[config.mk]
export PLATFORM = sky130hd
export DESIGN_NAME = mem_port_arbiter
export DESIGN_NICKNAME = d
export VERILOG_FILES = /design/src/rtl/mem_port_arbiter.sv
export SDC_FILE = /design/constraint.sdc
export NUM_CORES = 1
export LEC_CHECK = 0
export CAP_MARGIN = 20
export CORE_MARGIN = 2
export CORE_UTILIZATION = 38
export DETAILED_ROUTE_END_ITERATION = 8
export PLACE_DENSITY = 0.77
export SYNTH_ARGS = -nofsm -noshare
export SYNTH_HDL_FRONTEND = slang
export SYNTH_SLANG_ARGS = --single-unit
[constraint.sdc]
create_clock -name clk -period 1.35 [get_ports clk]
set_input_delay 0.27 -clock clk [delete_from_list [all_inputs] [get_ports clk]]
set_output_delay 0.27 -clock clk [all_outputs]
set_load 0.01 [all_outputs]
[src/rtl/mem_port_arbiter.sv]
// mem_port_arbiter: shares one word-addressed SRAM port between the fetch
// requester (read-only) and the data requester (read/write). The data port
// has fixed priority. A starvation counter forces a fetch win after
// STARVE_MAX consecutive losses. Each access runs IDLE -> ISSUE -> (WAIT) ->
// RESP, and completion is signalled with a one-cycle ack.
module mem_port_arbiter #(
  parameter int AW         = 7,
  parameter int DW         = 32,
  parameter int RD_LAT     = 1,
  parameter int STARVE_MAX = 2
) (
  input  logic          clk,
  input  logic          rst,
  input  logic          if_req,
  input  logic [AW-1:0] if_addr,
  output logic          if_ack,
  output logic [DW-1:0] if_rdata,
  input  logic          dm_req,
  input  logic          dm_wr,
  input  logic [AW-1:0] dm_addr,
  input  logic [DW-1:0] dm_wdata,
  output logic          dm_ack,
  output logic [DW-1:0] dm_rdata,
  output logic          busy,
  output logic          CEN,
  output logic          WEN,
  output logic          OEN,
  output logic [AW-1:0] A,
  output logic [DW-1:0] D,
  input  logic [DW-1:0] Q
);

  localparam int CW = $clog2(RD_LAT + 1);
  localparam int SW = $clog2(STARVE_MAX + 1);
  localparam logic [CW-1:0] LAT_LOAD   = CW'(RD_LAT);
  localparam logic [SW-1:0] STARVE_TOP = SW'(STARVE_MAX);

  typedef enum logic [1:0] {
    IDLE  = 2'd0,
    ISSUE = 2'd1,
    WAIT  = 2'd2,
    RESP  = 2'd3
  } state_t;

  state_t        state;
  logic [CW-1:0] cnt;
  logic [SW-1:0] starve_cnt;
  logic          grant_if;
  logic          grant_wr;
  logic          starve_full;
  logic          if_win;

  // The output enable is never used to tristate Q, so it is held active.
  assign OEN = 1'b0;

  // Arbitration: the data port wins unless fetch has lost too many times in a row.
  always_comb begin
    starve_full = (starve_cnt == STARVE_TOP);
    if_win      = if_req & (~dm_req | starve_full);
  end

  // Access sequencer: grant, one-cycle SRAM strobe, read-latency wait, ack pulse.
  always_ff @(posedge clk) begin
    if (rst) begin
      state      <= IDLE;
      cnt        <= '0;
      starve_cnt <= '0;
      grant_if   <= 1'b0;
      grant_wr   <= 1'b0;
      CEN        <= 1'b1;
      WEN        <= 1'b1;
      A          <= '0;
      D          <= '0;
      if_ack     <= 1'b0;
      dm_ack     <= 1'b0;
      if_rdata   <= '0;
      dm_rdata   <= '0;
      busy       <= 1'b0;
    end else begin
      if_ack <= 1'b0;
      dm_ack <= 1'b0;
      case (state)
        IDLE: begin
          if (if_req | dm_req) begin
            grant_if <= if_win;
            grant_wr <= ~if_win & dm_wr;
            CEN      <= 1'b0;
            WEN      <= ~(~if_win & dm_wr);
            busy     <= 1'b1;
            state    <= ISSUE;
            if (if_win) begin
              A          <= if_addr;
              starve_cnt <= '0;
            end else begin
              // D only ever carries data-port write data; a fetch leaves it alone.
              A <= dm_addr;
              D <= dm_wdata;
              if (if_req && !starve_full) begin
                starve_cnt <= starve_cnt + SW'(1);
              end
            end
          end else begin
            state <= IDLE;
          end
        end
        ISSUE: begin
          // The SRAM samples at this edge; A and D hold for the rest of the access.
          CEN <= 1'b1;
          WEN <= 1'b1;
          if (grant_wr) begin
            dm_ack <= 1'b1;
            state  <= RESP;
          end else begin
            cnt   <= LAT_LOAD;
            state <= WAIT;
          end
        end
        WAIT: begin
          if (cnt == CW'(1)) begin
            if (grant_if) begin
              if_rdata <= Q;
              if_ack   <= 1'b1;
            end else begin
              dm_rdata <= Q;
              dm_ack   <= 1'b1;
            end
            state <= RESP;
          end else begin
            cnt <= cnt - CW'(1);
          end
        end
        RESP: begin
          busy  <= 1'b0;
          state <= IDLE;
        end
        default: begin
          CEN   <= 1'b1;
          WEN   <= 1'b1;
          busy  <= 1'b0;
          state <= IDLE;
        end
      endcase
    end
  end

endmodule

==> results_dict.tcl <==
set metrics [dict create \
    yosys_warnings 0 \
    synthCells 519 \
    portBuffers 190 \
    fp-row-count 38 \
    core-area_sq_um 10940 \
    layout.nets 801 \
    cts_tree "yes" \
    slew_violations 0 \
    fin_crit_ns 1.334 \
    synth.most_common_cell "nand2_1" \
    cpPeakStageDelay_ns 0.36 \
    syn_to_final_growth_pct 68.32 \
    ys_async_sr_fraction_pct 0 \
    ys_ff_latch 115 \
    cts_root_buf "clkbuf_16" \
    grt_usage_pct 21.91 \
    clock_latency_ns 0.39 \
    status "finished clean" \
    die_w_um 110.4 \
    gr-total-overflow 0 \
    yosys.area.top_type_share_pct 53.54 \
    syn_area_sq_um 4300 \
    htree_levels 4 \
    required_ns 1.63 \
    antenna_cells 0 \
    ir_drop_mv 0.9714 \
    synth_edf_count 0 \
    dp_hpwl_um 8810 \
    grt_max_degree 37 \
    fin_skew_ns 0.007593 \
    cts_buffers 17 \
    worst-path-max-fanout 7 \
    first_pass_iters 4 \
    post_drt_wl_per_cell_um 15.87 \
    gp_congestion 0.7471 \
    avgSynthCellArea_sq_um 8.286 \
    r2r_slack_ns 0.02 \
    grt_pass1_wl_um 20540 \
    first_iter_violations 274 \
    via_count 4410 \
    p_per_area_nw_per_um2 1638 \
    place_inst 830 \
    maxCapViolations 0 \
    hold_viol_final 0 \
    hold_class "in -> reg" \
    synth.distinct_cells 35 \
    worstSetupPathType "reg -> reg" \
    antenna_found_initial 0 \
    critPathSlowestCell "a221o_1" \
    cts.path.max_buffers 2 \
    ant_nets 0 \
    postCtsSetupBuffers 0 \
    synthTopCellsByArea "dfxtp_1 (54%), a21oi_1 (12%), nand2_1 (12%), nand3_1 (3.8%), o21ai_0 (3.5%)" \
    via_per_inst 5.098 \
    drt_wl_total_um 13730 \
    fin_cells 865 \
    die_h_um 110.4 \
    path_clk_slew_ns 0.05 \
    power.leakage_nw 3.062 \
    end_kind "flop" \
    pin_count 192 \
    path_buf_inv 1 \
    rsz0062_at_grt "yes" \
    cp-startpoint "starve_cnt[0]$_SDFFE_PP0P_" \
    synth_flop_cell "dfxtp_1" \
    layout-drive-gt1-share_pct 12.55 \
    r2r-start "starve_cnt[0]$_SDFFE_PP0P_" \
    crit_path_start_kind "flop" \
    grt_pass1_vias 4225 \
    p_total_mw 11.85 \
    syn_nets 607 \
    start_util_pct 39.32 \
    min_period_over_period_pct 98.79 \
    cp_top_family "compound AO/OA/AOI/OAI gates" \
    setup_viol 0 \
    drcViolationCount 0 \
    clock.fmax_mhz 749.8 \
    yosysSeqAreaShare_pct 53.54 \
    cts.sinks 115 \
    yosysTopAreaCell "dfxtp_1" \
    design.die.area_sq_um 12180 \
    synthTopCellsByCount "nand2_1 (134), dfxtp_1 (115), a21oi_1 (103), nand3_1 (33), o21ai_0 (30)" \
    worstPathArrival_ns 1.61 \
    worstHoldStart "rst" \
    cp_cell_sequence "inv_2 > ha_4 > nand2b_4 > nor3b_4 > a221o_1" \
]
[report_power, final]
part | internal, mW | switching, mW
combinational | 1.53 | 1.56
sequential | 3.79 | 0.227
clock | 3.27 | 1.47
total | 8.59 | 3.26
[worst reg2reg max path: stages, from the launching register on]
cell      delay, ns
dfxtp_2        0.33
inv_2          0.05
ha_4           0.16
nand2b_4       0.14
nor3b_4        0.18
a221o_1        0.36
[final cells by class]
class                   count  area (sq um)
fillers                   893          3697
clock buffers              22         484.2
clock inverters             9         151.4
repair buffers            217          2187
well taps                 140         175.2
inverters                   5         23.77
flip-flops and latches    115          2308
multi-input cells         357          1908
[cells by family (layout without fill, tap and decap cells)]
kind of cell | after synthesis | in the layout | synth area share [%]
other | 1 | 1 | 0.08720
AO/OA/AOI/OAI | 151 | 151 | 18.82
buffers and inverters | 47 | 253 | 5.470
flip-flops | 115 | 115 | 53.54
AND/OR/NAND/NOR | 199 | 199 | 20.40
adder cells (fa/ha/maj) | 5 | 5 | 1.455
multiplexers | 1 | 1 | 0.2328
[repair_timing]
item | 4_1_cts | 5_1_grt
gates resized for setup | 137 | 34
gates cloned | 2 | 4
hold buffers | 0 | 0
endpoints found under the setup margin | 198 | 83
pin swaps | 9 | 9
[sequential cells by signal, indices dropped and copies added, names as in the netlist, 2 cells and up]
| register | cells |
|---|---|
| state | 2 |
| starve_cnt | 2 |
| dm_rdata | 32 |
| A | 7 |
| if_rdata | 32 |
| D | 32 |
[stage by stage]
step	TNS (ns)	hold WS [ns]	area [sq um]	util, %	worst slack (ns)
3_5_place_dp	-12.34	0.4472	6442	58.91	-0.3425
5_1_grt	-0.6926	0.2065	7238	66.19	-0.07035
2_1_floorplan	0	0.4060	4333	-	0.01105
3_3_place_gp	-10.64	0.4417	6442	58.91	-0.2809
4_1_cts	0	0.1827	7083	64.77	0.004246
6_report	0	0.2049	7238	66.19	0.01638
[cells in the final DEF, fill, tap and decap left out, drive strengths merged, types with 5 or more instances in the layout]
cell type / Yosys / routed
nor3b: 9 / 9
clkbuf: 10 / 25
dlygate4sd2: 0 / 102
o21ai: 35 / 35
nor2: 7 / 7
a21oi: 103 / 103
a221o: 7 / 7
ha: 5 / 5
nand3: 33 / 33
nand2: 136 / 136
dfxtp: 115 / 115
clkdlybuf4s15: 0 / 6
buf: 32 / 25
clkdlybuf4s50: 0 / 81
inv: 5 / 5
[worst paths after layout]
check | endpoint | cells after the start
min | busy$_SDFFE_PP0P_ | 2
max reg2reg | A[0]$_SDFFE_PP0P_ | 5
min reg2reg | dm_rdata[18]$_SDFFE_PP0P_ | 2
max | A[0]$_SDFFE_PP0P_ | 5
[per-layer routing]
metal | up-vias | routed length, um | GRT usage [%]
li1 | 2150 | - | -
met1 | 2088 | 5574 | 25.14
met2 | 166 | 6820 | 37.55
met3 | 6 | 1251 | 8.289
met4 | 0 | 78 | 7.232
met5 | - | 0 | 0
No activity file was read; power rests on OpenSTA's default activity.
